===== src/rtl/edge_stream_packer.sv =====
// +----------------------------------------------------------------------------+
// | edge_stream_packer: packs 64-bit edges into 8-lane words with pass sideband |
// | Revision: 1.0                                                              |
// +----------------------------------------------------------------------------+
`default_nettype none

module edge_stream_packer #(
    parameter int                LANES  = 8,
    parameter int                EDGE_W = 64,
    parameter logic [EDGE_W-1:0] PAD    = {EDGE_W{1'b1}}
) (
    input  logic                      clk,
    input  logic                      rst,
    input  logic [EDGE_W-1:0]         edge_in,
    input  logic                      edge_in_valid,
    input  logic                      edge_in_last,
    output logic                      edge_in_ready,
    input  logic                      flush,
    input  logic [1:0]                control_in,
    output logic [LANES*EDGE_W-1:0]   word_out,
    output logic                      word_out_valid,
    input  logic                      word_out_ready,
    output logic [31:0]               word_out_th,
    output logic                      last_out,
    output logic [1:0]                control_out,
    output logic                      pass_done
);

    localparam int                 c_CNT_W     = $clog2(LANES);
    localparam logic [c_CNT_W-1:0] c_LAST_LANE = c_CNT_W'(LANES - 1);
    localparam logic [0:0]         c_FILL      = 1'b0;
    localparam logic [0:0]         c_CLOSE     = 1'b1;

    logic [0:0]                    r_state;
    logic [c_CNT_W-1:0]            r_lane_cnt;
    logic [LANES-1:0][EDGE_W-1:0]  r_acc;
    logic [LANES*EDGE_W-1:0]       r_word;
    logic                          r_valid;
    logic [31:0]                   r_th;
    logic                          r_last;
    logic [1:0]                    r_ctl;
    logic                          r_pass_done;
    logic [31:0]                   r_word_idx;

    logic [LANES-1:0][EDGE_W-1:0]  w_pack;
    logic                          w_out_free;
    logic                          w_drain;
    logic                          w_accept;
    logic                          w_complete;
    logic                          w_flush;
    logic                          w_close_load;
    logic                          w_load;
    logic [31:0]                   w_idx_base;

    assign w_out_free    = !r_valid || word_out_ready;
    assign w_drain       = r_valid && word_out_ready;
    assign edge_in_ready = rst && (r_state == c_FILL) && w_out_free;
    assign w_accept      = edge_in_valid && edge_in_ready;
    assign w_complete    = w_accept && ((r_lane_cnt == c_LAST_LANE) || edge_in_last);
    assign w_flush       = (r_state == c_FILL) && flush && !edge_in_valid;
    assign w_close_load  = (r_state == c_CLOSE) && w_out_free;
    assign w_load        = w_complete || w_close_load;
    // A word loaded while the previous pass's last word drains starts the new pass at 0
    assign w_idx_base    = (w_drain && r_last) ? 32'd0 : r_word_idx;

    always_comb begin
        w_pack = '0;
        for (int k = 0; k < LANES; k++) begin
            if (c_CNT_W'(k) < r_lane_cnt)
                w_pack[k] = r_acc[k];
            else if ((c_CNT_W'(k) == r_lane_cnt) && (r_state == c_FILL))
                w_pack[k] = edge_in;
            else
                w_pack[k] = PAD;
        end
    end

    always_ff @(posedge clk or negedge rst) begin
        if (!rst) begin
            r_state     <= c_FILL;
            r_lane_cnt  <= '0;
            r_acc       <= '0;
            r_word      <= '0;
            r_valid     <= 1'b0;
            r_th        <= '0;
            r_last      <= 1'b0;
            r_ctl       <= '0;
            r_pass_done <= 1'b0;
            r_word_idx  <= '0;
        end else begin
            r_pass_done <= w_drain && r_last;

            if (w_accept && !w_complete) begin
                r_acc[r_lane_cnt] <= edge_in;
                r_lane_cnt        <= r_lane_cnt + 1'b1;
            end

            if (w_load) begin
                r_word     <= w_pack;
                r_valid    <= 1'b1;
                r_th       <= w_idx_base;
                r_word_idx <= w_idx_base + 32'd1;
                r_ctl      <= control_in;
                r_last     <= w_complete ? edge_in_last : 1'b1;
                r_lane_cnt <= '0;
            end else begin
                if (w_drain)
                    r_valid <= 1'b0;
                r_word_idx <= w_idx_base;
            end

            case (r_state)
                c_FILL:  if (w_flush)      r_state <= c_CLOSE;
                c_CLOSE: if (w_close_load) r_state <= c_FILL;
                default:                   r_state <= c_FILL;
            endcase
        end
    end

    assign word_out       = r_word;
    assign word_out_valid = r_valid;
    assign word_out_th    = r_th;
    assign last_out       = r_last;
    assign control_out    = r_ctl;
    assign pass_done      = r_pass_done;

endmodule

`default_nettype wire


===== config.mk =====
export PLATFORM = sky130hd
export DESIGN_NAME = edge_stream_packer
export DESIGN_NICKNAME = d
export VERILOG_FILES = /design/src/rtl/edge_stream_packer.sv
export SDC_FILE = /design/constraint.sdc
export NUM_CORES = 2
export LEC_CHECK = 0
export CORE_MARGIN = 3
export CORE_UTILIZATION = 50
export DETAILED_ROUTE_END_ITERATION = 10
export GPL_TIMING_DRIVEN = 0
export PLACE_DENSITY = 0.75
export RECOVER_POWER = 25
export SLEW_MARGIN = 0
export SYNTH_ARGS = -nofsm -noshare
export SYNTH_HDL_FRONTEND = slang
export SYNTH_SLANG_ARGS = --single-unit

===== constraint.sdc =====
create_clock -name clk -period 5.8 [get_ports clk]
set_clock_uncertainty 0.15 [all_clocks]
set_input_delay 1.16 -clock clk [delete_from_list [all_inputs] [get_ports clk]]
set_output_delay 1.16 -clock clk [all_outputs]
set_load 0.03 [all_outputs]

# Yosys cells after proc, flatten, opt, wreduce, memory -nomap -nowiden
# Index checks and enable logic that the tools add are counted.
dict set report totals {
  ff_bits 1097
  word_cells 95
}
dict set report op_classes {
  magnitude_cmp 10
  bitwise 1
  addsub 2
  eq_ne 8
  reduce_logical 28
  mux 29
}
# operator n
set op_table {}
lappend op_table {{two-way mux 64 bit} 17}
lappend op_table {{bitwise mux 512 bit} 1}
lappend op_table {{demux 64 bit (select 3 bit)} 1}
lappend op_table {{two-way mux 32 bit} 2}
lappend op_table {{adder 32 x 1 -> 32 bit (second input constant)} 1}
lappend op_table {{logical AND 1 bit} 19}
lappend op_table {{equality test 3 bit (first input constant)} 4}
lappend op_table {{< comparator 3 bit (first input constant)} 4}
lappend op_table {{equality test 2 x 3 -> 1 bit (first input constant)} 2}
lappend op_table {{< comparator 1 x 3 -> 1 bit (first input constant)} 2}
lappend op_table {{< comparator 2 x 3 -> 1 bit (first input constant)} 2}
lappend op_table {{two-way mux 3 bit} 2}
lappend op_table {{two-way mux 1 bit} 5}
lappend op_table {{< comparator 3 x 4 -> 1 bit (second input constant)} 1}
lappend op_table {{nonzero test 2 bit} 2}
lappend op_table {{adder 3 x 1 -> 3 bit (second input constant)} 1}
lappend op_table {{equality test 1 x 3 -> 1 bit (first input constant)} 1}
lappend op_table {{equality test 3 bit (second input constant)} 1}
lappend op_table {{greater-or-equal comparator 3 x 1 -> 1 bit (second input constant)} 1}
lappend op_table {{logical NOT 1 bit} 3}
lappend op_table {{logical NOT 3 bit} 1}
lappend op_table {{logical OR 1 bit} 3}
lappend op_table {{one-hot mux 1 bit (2 select lines)} 1}
lappend op_table {{inverter 1 bit} 1}

# Logic depth before layout (Yosys ltp)
dict set report logic_depth {
  word_depth 9
  mapped_depth 10
  mapped_depth_nobuf 8
}

# Worst setup path after synthesis
# OpenSTA, ideal clock, no wires.
dict set report synth_path {
  kind {input -> register}
  from {input port word_out_ready}
  to {register r_acc[279] (netlist name)}
  path_stages 8
  t_arrival_ns 2.950
  slack_ns 2.575
  required_ns 5.525
  path_cell_list {nand2b_1 > buf_2 > nand4_2 > or3_1 > buf_2 > nor3_4 > buf_4 > mux2_2}
}
dict set report synth_via {
  elab_chain_len 6
}
# element line
set synth_rtl {}
lappend synth_rtl {{from (decl)} 22} ;# input logic word_out_ready,
lappend synth_rtl {{logical OR 1 bit (*)} 55} ;# assign w_out_free = !r_valid || word_out_ready;
lappend synth_rtl {{logical AND 1 bit (*)} 57} ;# assign edge_in_ready = rst && (r_state == c_FILL) && w_out_free;
lappend synth_rtl {{logical AND 1 bit (*)} 58} ;# assign w_accept = edge_in_valid && edge_in_ready;
lappend synth_rtl {{logical AND 1 bit} 59} ;# assign w_complete = w_accept && ((r_lane_cnt == c_LAST_LANE) || edge_in_last);
lappend synth_rtl {{logical NOT 1 bit} 93} ;# if (w_accept && !w_complete) begin
lappend synth_rtl {{logical AND 1 bit (*)} 93}
lappend synth_rtl {{to (signal, indexed assignment)} 94} ;# r_acc[r_lane_cnt] <= edge_in;
lappend synth_rtl {{to (decl)} 36} ;# logic [LANES-1:0][EDGE_W-1:0] r_acc;
# Every way passes the cells marked *; elsewhere a longest branch is shown, timed or not.
# A chain may end at the register's enable or synchronous reset.

# Final worst setup path
dict set report layout_path {
  from {input port edge_in_last}
  to {register r_word[322], in the netlist word_out[322]}
}
dict set report layout_via {
  elab_chain_len 3
}
# element line
set layout_rtl {}
lappend layout_rtl {{from (decl)} 16} ;# input logic edge_in_last,
lappend layout_rtl {{logical OR 1 bit} 59}
lappend layout_rtl {{logical AND 1 bit} 59}
lappend layout_rtl {{logical OR 1 bit} 62} ;# assign w_load = w_complete || w_close_load;
lappend layout_rtl {{to (signal assigned)} 99} ;# r_word <= w_pack;
lappend layout_rtl {{to (decl)} 37} ;# logic [LANES*EDGE_W-1:0] r_word;
# Every way passes these cells.

==> qor.json <==
{
  "clock_tree.root_cell": {"value": "sky130_fd_sc_hd__clkbuf_16"},
  "synth-seq-area-share": {"value": 0.619},
  "failed_checks": {"value": "antenna rules, capacitance limit, slew limit"},
  "initial_antenna_violation_count": {"value": 12},
  "most_instantiated_library_cell_after_synthesis": {"value": "sky130_fd_sc_hd__dfrtp_1"},
  "cts_inserted_buffers": {"value": 104},
  "grt_setup_unrepaired": {"value": "false"},
  "clk_pin_slew": {"value": 60, "unit": "ps"},
  "synth_flop_type": {"value": "sky130_fd_sc_hd__dfrtp_1"},
  "max_slew.worst_pin.slew": {"value": 2780, "unit": "ps"},
  "fin_nets": {"value": 4532},
  "report.final.slew_viol_count": {"value": 237},
  "critical_path_buf_inv_count": {"value": 5},
  "setup-tns-final": {"value": 0, "unit": "ps"},
  "timing.reg2reg.setup_slack": {"value": 1110, "unit": "ps"},
  "ctsResizeCount": {"value": 0},
  "synth-warning-count": {"value": 0},
  "hold_viol": {"value": 0},
  "crit_start": {"value": "edge_in_last"},
  "mappedNetlistArea": {"value": 41800, "unit": "um^2"},
  "crit_top_cell": {"value": "sky130_fd_sc_hd__clkbuf_1"},
  "layout_setup_ws": {"value": 864, "unit": "ps"},
  "drt_wl_total": {"value": 150, "unit": "mm"},
  "timing.critical_path.slowest_stage_cell": {"value": "sky130_fd_sc_hd__clkbuf_1"},
  "bufs_on_longest_clock_path": {"value": 3},
  "path_cells": {"value": "dlygate4sd3_1 -> o211a_1 -> o21ai_1 -> buf_2 -> buf_1 -> clkbuf_1 -> clkbuf_1 -> nand2_1 -> o21ai_0"},
  "fp.dieArea": {"value": 87000, "unit": "um^2"},
  "hold_buffers": {"value": 0},
  "cp.required": {"value": 6230, "unit": "ps"},
  "final_antenna_net_count": {"value": 1},
  "fill_cell_count": {"value": 6355},
  "grt_ovf": {"value": 0},
  "synth_async_sr_flop_share": {"value": 1.00},
  "clock-sinks": {"value": 1033},
  "placeableCoreArea": {"value": 82400, "unit": "um^2"},
  "via_count": {"value": 34500},
  "final-instance-count-excl-fill": {"value": 5624},
  "worst_skew_pair.late_latency": {"value": 660, "unit": "ps"},
  "gr_util_met3": {"value": 0.0931},
  "max-slew-margin-rel": {"value": -0.853},
  "grt_first_pass_wirelength": {"value": 219, "unit": "mm"},
  "detailed_place_hpwl": {"value": 105, "unit": "mm"},
  "top_level_ports": {"value": 622},
  "synthesis.nets": {"value": 3797},
  "worstReg2RegEnd": {"value": "word_out[322]"},
  "layout_cells_sized_above_1": {"value": 0.150},
  "power_per_cell_area": {"value": 458, "unit": "nW/um^2"},
  "avgViaCountPerCell": {"value": 6.13},
  "worst_ir_drop_vdd": {"value": 0.287, "unit": "mV"},
  "critical-path-top-delay-family": {"value": "buffers and inverters"},
  "drt_iter0_drc": {"value": 2990},
  "synth_top_cell_area_share": {"value": 0.619},
  "dp_cells": {"value": 5419},
  "final_min_period_over_clock_period": {"value": 0.851},
  "netlist_top_cells_area": {"value": "sky130_fd_sc_hd__dfrtp_1, sky130_fd_sc_hd__mux2_2, sky130_fd_sc_hd__nand2_1"},
  "status": {"value": "finished with violations"},
  "end_kind": {"value": "flop"},
  "floorplan.rows": {"value": 105},
  "grt_start_max_net_pins": {"value": 167},
  "tritoncts": {"value": "yes"},
  "setup.worst_path.class": {"value": "primary input to flop"},
  "cts.htree.levels": {"value": 3},
  "cts_setup_buffers": {"value": 0},
  "synth_edf_count": {"value": 0},
  "fmaxAchievable": {"value": 203, "unit": "MHz"},
  "port_buffers": {"value": 621},
  "multi_input_area": {"value": 14400, "unit": "um^2"},
  "worstSetupStartpointType": {"value": "primary input"},
  "r2r_cells": {"value": 10},
  "cp.arrival": {"value": 5360, "unit": "ps"},
  "dp_worst_setup_slack": {"value": 501, "unit": "ps"},
  "post-route-drc-count": {"value": 0},
  "die_w": {"value": 295, "unit": "um"},
  "area_delta_synth_final": {"value": 27.3, "unit": "%"},
  "gr_peak_layer": {"value": "met2"},
  "layout_min_cycle_time": {"value": 4940, "unit": "ps"},
  "grt_pass1_vias": {"value": 33900},
  "synthDistinctLibCells": {"value": 41},
  "initial_utilization": {"value": 0.507},
  "grt_util_all_layers": {"value": 0.338},
  "avgSynthCellArea": {"value": 11.2, "unit": "um^2"},
  "firstDrtPassIters": {"value": 6},
  "post_synth_inst_count": {"value": 3720},
  "ys_seq_elements": {"value": 1033},
  "timing.critical_path.to": {"value": "word_out[322]"},
  "grt_util_met1": {"value": 0.441},
  "setup_violations": {"value": 0},
  "synthDominantAreaCellType": {"value": "sky130_fd_sc_hd__dfrtp_1"},
  "slowest_cell_delay_on_critical_path": {"value": 1190, "unit": "ps"},
  "worst-path-max-fanout": {"value": 10},
  "fp.dieH": {"value": 295, "unit": "um"},
  "synth.cells.most_frequent": {"value": "sky130_fd_sc_hd__dfrtp_1, sky130_fd_sc_hd__nand2_1, sky130_fd_sc_hd__o21ai_0, sky130_fd_sc_hd__mux2_2, sky130_fd_sc_hd__o22ai_1"},
  "use_met2": {"value": 0.516},
  "gp_routability_congestion": {"value": 0.916},
  "final_core_util": {"value": 0.645},
  "timing.critical_path.depth": {"value": 9},
  "area.sequential": {"value": 25800, "unit": "um^2"},
  "drv_cap": {"value": 4},
  "worstReg2RegStart": {"value": "r_lane_cnt[0]"},
  "min_path_type": {"value": "primary input to async pin"},
  "power_leakage": {"value": 24.3, "unit": "nW"},
  "wl_per_cell": {"value": 26.6, "unit": "um"}
}
registers in the layout (all words and copies together), names as in the netlist:
| register | flops |
|---|---|
| control_out | 2 |
| word_out_valid | 1 |
| r_word_idx | 32 |
| pass_done | 1 |
| last_out | 1 |
| r_acc | 448 |
| word_out | 512 |
| word_out_th | 32 |
| r_state | 1 |
| r_lane_cnt | 3 |
placed cells by master, fill, tap and decap left out, types with 17 or more instances in the layout:
| cell | instances |
|---|---|
| sky130_fd_sc_hd__buf_2 | 43 |
| sky130_fd_sc_hd__buf_4 | 18 |
| sky130_fd_sc_hd__clkbuf_1 | 282 |
| sky130_fd_sc_hd__clkbuf_16 | 106 |
| sky130_fd_sc_hd__clkbuf_8 | 26 |
| sky130_fd_sc_hd__clkdlybuf4s50_1 | 619 |
| sky130_fd_sc_hd__clkinv_2 | 28 |
| sky130_fd_sc_hd__dfrtp_1 | 1033 |
| sky130_fd_sc_hd__mux2_1 | 29 |
| sky130_fd_sc_hd__mux2_2 | 419 |
| sky130_fd_sc_hd__nand2_1 | 668 |
| sky130_fd_sc_hd__nand3_1 | 17 |
| sky130_fd_sc_hd__nor2_1 | 85 |
| sky130_fd_sc_hd__nor3_1 | 71 |
| sky130_fd_sc_hd__o21ai_0 | 488 |
| sky130_fd_sc_hd__o22ai_1 | 385 |
| sky130_fd_sc_hd__o31ai_1 | 71 |
cell type report:
class / count / share of cell area
diodes: 11 / 0.000518
plain buffers: 347 / 0.0269
clock buffers: 146 / 0.0576
clock inverters: 48 / 0.0104
inverters: 11 / 0.000777
multi-input cells: 2329 / 0.272
flip-flops and latches: 1033 / 0.486
well taps: 1070 / 0.0252
repair buffers: 629 / 0.120
through the flow:
| stage | hold WS [ps] | cell area (um^2) | power [mW] |
|---|---|---|---|
| 5_1_grt | 318 | 53100 | 25.2 |
| 3_3_place_gp | 303 | 49300 | 17.2 |
| 4_1_cts | 286 | 53200 | 24.3 |
| 3_5_place_dp | 310 | 49500 | 17.3 |
| 6_report | 299 | 53100 | 24.3 |
| 2_1_floorplan | 308 | 41800 | 13.5 |
worst reg2reg max path: stages (launching register included):
cell,delay [ps]
sky130_fd_sc_hd__dfrtp_1,460
sky130_fd_sc_hd__ha_1,240
sky130_fd_sc_hd__ha_1,240
sky130_fd_sc_hd__o211a_1,280
sky130_fd_sc_hd__o21ai_1,330
sky130_fd_sc_hd__buf_2,550
sky130_fd_sc_hd__buf_1,470
sky130_fd_sc_hd__clkbuf_1,1190
sky130_fd_sc_hd__clkbuf_1,530
sky130_fd_sc_hd__nand2_1,120
sky130_fd_sc_hd__o21ai_0,100
power by group:
part           leakage (nW)  switching (mW)  internal (mW)
Sequential             12.9            1.08           8.74
Clock                  1.79            2.96           4.06
Combinational          9.63            4.69           2.78
logic make-up (layout without fill, tap and decap cells):
group                    Yosys count  in the layout  share of synthesized area
multiplexers                     448            448                      0.121
XOR/XNOR                          18             18                    0.00378
buffers and inverters            358           1181                     0.0351
AO/OA/AOI/OAI                    964            964                      0.132
AND/OR/NAND/NOR                  894            894                     0.0880
flip-flops                      1033           1033                      0.619
adder cells (fa/ha/maj)            5              5                    0.00150
other                              0             11                          0
routing by layer:
layer | wire (um) | vias to the layer above
li1 | - | 14600
met1 | 57400 | 17600
met3 | 15500 | 411
met4 | 9220 | 6
met5 | 30 | -
met2 | 67500 | 1849
worst min path at each step:
stage                          end  slack (ps)  cells past startpoint
floorplan               r_acc[418]         310                      1
global placement     word_out[511]         300                      2
detailed placement   word_out[506]         310                      2
CTS                 r_word_idx[24]         290                      1
global route        r_word_idx[25]         320                      1
finish              r_word_idx[24]         300                      1
No activity file was read; power rests on OpenSTA's default activity.
